### config.mk
export PLATFORM = sky130hd
export DESIGN_NAME = perf_scanner
export DESIGN_NICKNAME = d
export VERILOG_FILES = /design/src/rtl/perf_scanner.sv
export SDC_FILE = /design/constraint.sdc
export NUM_CORES = 1
export LEC_CHECK = 0
export CAP_MARGIN = 0
export CORE_MARGIN = 1.5
export CORE_UTILIZATION = 46
export DETAILED_ROUTE_END_ITERATION = 10
export PLACE_DENSITY = 0.84
export SKIP_CTS_REPAIR_TIMING = 1
export SYNTH_ARGS = -nofsm -noshare
export SYNTH_HDL_FRONTEND = slang
export SYNTH_SLANG_ARGS = --single-unit
### constraint.sdc
create_clock -name i_clk -period 3 [get_ports i_clk]
set_input_delay 0.6 -clock i_clk [delete_from_list [all_inputs] [get_ports i_clk]]
set_output_delay 0.6 -clock i_clk [all_outputs]
set_load 0.005 [all_outputs]
### src/rtl/perf_scanner.sv
// Perf-bus scanner: walks FIRST_ADDR..LAST_ADDR, reads each counter and streams (addr, value) out.
// Optional ack timeout is built when PERF_SCAN_TIMEOUT_EN is defined.
module perf_scanner #(
  parameter logic [7:0]  FIRST_ADDR = 8'h00,
  parameter logic [7:0]  LAST_ADDR  = 8'hFF,
  parameter int unsigned TIMEOUT    = 16
) (
  input  logic        i_clk,
  input  logic        i_reset,
  input  logic        i_start,
  input  logic        i_continuous,
  output logic [7:0]  o_perf_addr,
  output logic        o_perf_stb,
  input  logic        i_perf_ack,
  input  logic [31:0] i_perf_data,
  input  logic        i_perf_stall,
  output logic        o_valid,
  input  logic        i_ready,
  output logic [7:0]  o_addr,
  output logic [31:0] o_data,
  output logic        o_timeout,
  output logic        o_busy,
  output logic        o_done
);

  localparam int unsigned ADDR_W = 8;
  localparam int unsigned DATA_W = 32;

  if (FIRST_ADDR > LAST_ADDR || TIMEOUT == 0) begin : g_param_check
    $error("perf_scanner: FIRST_ADDR must not exceed LAST_ADDR and TIMEOUT must be nonzero");
  end

  // ADV inserts the idle bus cycle between an accepted entry and the next strobe;
  // FIN keeps o_busy high during the o_done pulse so a coincident start is ignored.
  typedef enum logic [2:0] {
    S_IDLE,
    S_REQ,
    S_WAIT,
    S_EMIT,
    S_ADV,
    S_FIN
  } state_t;

  state_t              state_q, state_d;
  logic [ADDR_W-1:0]   cur_q, cur_d;
  logic                stb_q, stb_d;
  logic                valid_q, valid_d;
  logic [ADDR_W-1:0]   addr_q, addr_d;
  logic [DATA_W-1:0]   data_q, data_d;
  logic                busy_q, busy_d;
  logic                done_q, done_d;

`ifdef PERF_SCAN_TIMEOUT_EN
  localparam int unsigned CNT_W = 16;
  logic [CNT_W-1:0]    cnt_q, cnt_d;
  logic                tmo_q, tmo_d;
`endif

  // Next-state and next-output logic
  always_comb begin
    state_d = state_q;
    cur_d   = cur_q;
    stb_d   = stb_q;
    valid_d = valid_q;
    addr_d  = addr_q;
    data_d  = data_q;
    busy_d  = busy_q;
    done_d  = 1'b0;
`ifdef PERF_SCAN_TIMEOUT_EN
    cnt_d   = cnt_q;
    tmo_d   = tmo_q;
`endif
    case (state_q)
      S_IDLE: begin
        if (i_start) begin
          cur_d   = FIRST_ADDR;
          stb_d   = 1'b1;
          busy_d  = 1'b1;
          state_d = S_REQ;
        end
      end
      S_REQ: begin
        if (!i_perf_stall) begin
          stb_d   = 1'b0;
          state_d = S_WAIT;
`ifdef PERF_SCAN_TIMEOUT_EN
          cnt_d   = '0;
`endif
        end
      end
      S_WAIT: begin
        if (i_perf_ack) begin
          data_d  = i_perf_data;
          addr_d  = cur_q;
          valid_d = 1'b1;
          state_d = S_EMIT;
`ifdef PERF_SCAN_TIMEOUT_EN
          tmo_d   = 1'b0;
        end else if (cnt_q == CNT_W'(TIMEOUT - 1)) begin
          data_d  = '1;
          addr_d  = cur_q;
          valid_d = 1'b1;
          tmo_d   = 1'b1;
          state_d = S_EMIT;
        end else begin
          cnt_d   = cnt_q + CNT_W'(1);
`endif
        end
      end
      S_EMIT: begin
        if (i_ready) begin
          valid_d = 1'b0;
          if (cur_q != LAST_ADDR) begin
            cur_d   = cur_q + ADDR_W'(1);
            state_d = S_ADV;
          end else begin
            done_d = 1'b1;
            if (i_continuous) begin
              cur_d   = FIRST_ADDR;
              state_d = S_ADV;
            end else begin
              state_d = S_FIN;
            end
          end
        end
      end
      S_ADV: begin
        stb_d   = 1'b1;
        state_d = S_REQ;
      end
      S_FIN: begin
        busy_d  = 1'b0;
        state_d = S_IDLE;
      end
      default: state_d = S_IDLE;
    endcase
  end

  always_ff @(posedge i_clk or posedge i_reset) begin
    if (i_reset) begin
      state_q <= S_IDLE;
      cur_q   <= '0;
      stb_q   <= 1'b0;
      valid_q <= 1'b0;
      addr_q  <= '0;
      data_q  <= '0;
      busy_q  <= 1'b0;
      done_q  <= 1'b0;
    end else begin
      state_q <= state_d;
      cur_q   <= cur_d;
      stb_q   <= stb_d;
      valid_q <= valid_d;
      addr_q  <= addr_d;
      data_q  <= data_d;
      busy_q  <= busy_d;
      done_q  <= done_d;
    end
  end

`ifdef PERF_SCAN_TIMEOUT_EN
  always_ff @(posedge i_clk or posedge i_reset) begin
    if (i_reset) begin
      cnt_q <= '0;
      tmo_q <= 1'b0;
    end else begin
      cnt_q <= cnt_d;
      tmo_q <= tmo_d;
    end
  end
  assign o_timeout = tmo_q;
`else
  assign o_timeout = 1'b0;
`endif

  assign o_perf_addr = cur_q;
  assign o_perf_stb  = stb_q;
  assign o_valid     = valid_q;
  assign o_addr      = addr_q;
  assign o_data      = data_q;
  assign o_busy      = busy_q;
  assign o_done      = done_q;

endmodule

==> run summary <==
1st-iter DRT viols: 47
Dpl cells: 326
Area grow syn2layout: 45.9%
Core box area: 4790 µm²
H-tree Lvls: 2
Total congestion overflow: 0
P per Cell Area: 842 nW/µm²
Crit-path cells: clkdlybuf4s50_1
Slew margin rel.: 0.600
Synth Cell Area: 2320 µm²
Critical path peak fanout: 8
Post-Layout Cell Count: 334
Antenna cell count: 0
Longest Clk Path Bufs: 2
Status: finished clean
CTS tree: done
Dpl cell area: 3290 µm²
Area of the die: 5490 µm²
First-pass GRT wire length: 7.43 mm
Input/output buffers: 90
Hold slack final: 490 ps
Drt drc: 0
Cell row count: 25
Setup ws final: 1010 ps
Critical R2R Capture: o_perf_addr[5]
Worst setup EP type: output pin
CP max stage delay: 570 ps
GPL Wtd Cong: 0.747
Worst path required time: 2400 ps
Largest net degree at the start of global routing: 30
Total number of vias: 1722
Die Wd: 74.1 µm
Finished Cell Area: 3390 µm²
Nets: 306
Cells after synthesis: 175
CP bufs+invs: 1
Fraction of layout cells with a size suffix above 1: 0.202
Total track usage: 0.176
Endpoints failing setup: 0
Synth Area per Inst: 13.3 µm²
R2r worst-path depth: 5
Vias/cell: 5.16
Tmin final: 1990 ps
Clock skew: 3.70 ps
Antenna viol nets, final: 0
Syn Nets: 215
Final core occ: 0.708
Post-layout power: 2.85 mW
CTS root buf: clkbuf_8
Worst Path Arrival: 1390 ps
Register bit count reported by yosys: 55
Register area share after synthesis: 0.592
Achievable Freq: 503 MHz
Crit share post-route: 0.663
Routed WL per cell: 14.5 µm
DR pass1 iterations: 5
Max_cap viols: 0
I/O pin count: 92
Initial antenna violation count: 0
RSZ-0062 raised after global routing: false
TritonCTS sink count: 55
Pre-CTS setup slack: 717 ps
Worst VDD drop: 0.423 mV
Static leakage: 1.42 nW
Vias in the first global route: 1603
CP delay by family, top: buffers and inverters
DP Wirelength: 3.58 mm
CP max stage cell: clkdlybuf4s50_1
Max Slew Vio Count: 0
Setup CP Type: reg -> out
Hold Path Class: reg -> reg
RR Startpoint: o_perf_addr[0]
Hold wc startpoint: o_valid
Setup crit start kind: flip-flop
CTS buffer count: 5
Synthesis Warnings: 0
Die Ht: 74.1 µm
CTS clk-pin slew, worst paths: 90 ps
Clock latency on the worst-skew pair: 300 ps
Initial core utilization: 0.485
Netlist cell types: 36
WHS Endpoint: o_valid
WHS Path Cells: 1
Final wirelength: 4.83 mm
Final hold violations: 0
Worst slew pin tran: 599 ps
R2R setup slack: 1170 ps
Setup TNS: 0 ps
-- synth_stat cells --
cell,instances,share of area
dfrtp_1,55,0.59
mux2_2,36,0.17
nor2_1,13,0.021
o21ai_0,8,0.017
a21oi_1,7,0.015
buf_4,6,0.019
nand2_1,6,0.0097
inv_1,4,0.0065
mux2_1,4,0.019
a31oi_1,3,0.0081
buf_2,3,0.0065
nand2b_1,2,0.0054
nand3_1,2,0.0043
nand4_1,2,0.0054
o311ai_0,2,0.0075
o31ai_1,2,0.0065
a21o_1,1,0.0032
a22o_1,1,0.0038
a22oi_1,1,0.0032
a311o_1,1,0.0043
and3_1,1,0.0027
clkbuf_1,1,0.0016
conb_1,1,0.0016
ha_1,1,0.0054
nand3_2,1,0.0043
nand4_2,1,0.0054
nand4b_4,1,0.010
nor3_1,1,0.0022
nor3b_1,1,0.0032
nor4_4,1,0.0092
nor4bb_1,1,0.0043
o211ai_1,1,0.0032
o31a_1,1,0.0038
or2_0,1,0.0027
or2_4,1,0.0038
or4_1,1,0.0032
-- power breakdown --
part | switching [mW] | leakage [nW] | internal [mW]
Combinational | 0.364 | 0.687 | 0.807
Sequential | 0.223 | 0.685 | 1.03
Clock | 0.215 | 0.0515 | 0.211
-- per-layer routing --
layer | vias to the layer above | global-route usage | routed length (µm)
met1 | 835 | 0.218 | 1960
met4 | 0 | 0.0309 | 30
li1 | 803 | - | -
met3 | 4 | 0.0691 | 497
met2 | 80 | 0.296 | 2340
met5 | - | 0 | 0
-- kinds of logic after synthesis --
group | count (synthesis) | share of synthesized area
AO/OA/AOI/OAI | 28 | 0.0759
AND/OR/NAND/NOR | 36 | 0.0969
flip-flops | 55 | 0.592
multiplexers | 40 | 0.194
other | 1 | 0.00161
adder cells (fa/ha/maj) | 1 | 0.00538
buffers and inverters | 14 | 0.0339
-- cells in the final DEF (no fill, tap or decap), types with 2 or more instances in the layout --
master / Yosys / layout
buf_4: 6 / 4
nand4_1: 2 / 2
nor2_1: 13 / 13
clkdlybuf4s50_1: 0 / 90
nand2b_1: 2 / 2
a21oi_1: 7 / 7
a31oi_1: 3 / 3
o311ai_0: 2 / 2
nand3_1: 2 / 2
o31ai_1: 2 / 2
inv_1: 4 / 3
mux2_1: 4 / 4
o21ai_0: 8 / 8
mux2_2: 36 / 36
clkbuf_8: 0 / 7
nand2_1: 6 / 6
dfrtp_1: 55 / 55
-- worst max-delay path by stage --
| stage | startpoint | endpoint | cells past startpoint |
|---|---|---|---|
| after floorplan | i_reset | o_addr[0] | 1 |
| after global placement | i_perf_ack | o_data[27] | 4 |
| after detailed placement | i_perf_ack | o_data[5] | 4 |
| after CTS | o_perf_addr[5] | o_perf_addr[5] | 1 |
| after global routing | o_perf_addr[5] | o_perf_addr[5] | 1 |
| final | o_perf_addr[5] | o_perf_addr[5] | 1 |
-- final cells by class --
class / instances / area (µm²)
Sequential cell: 55 / 1380
Multi-Input combinational cell: 106 / 883
Clock buffer: 8 / 100
Tap cell: 67 / 83.8
Fill cell: 366 / 1400
Inverter: 4 / 15.0
Timing Repair Buffer: 94 / 931
-- registers in the layout (all words and copies together) (netlist names) --
name and flops:
o_addr 8, o_perf_addr 8, o_valid 1, o_done 1, o_busy 1, o_data 32
o_perf_stb 1, state_q 3
Note: power is estimated with default switching activity, not from simulation.
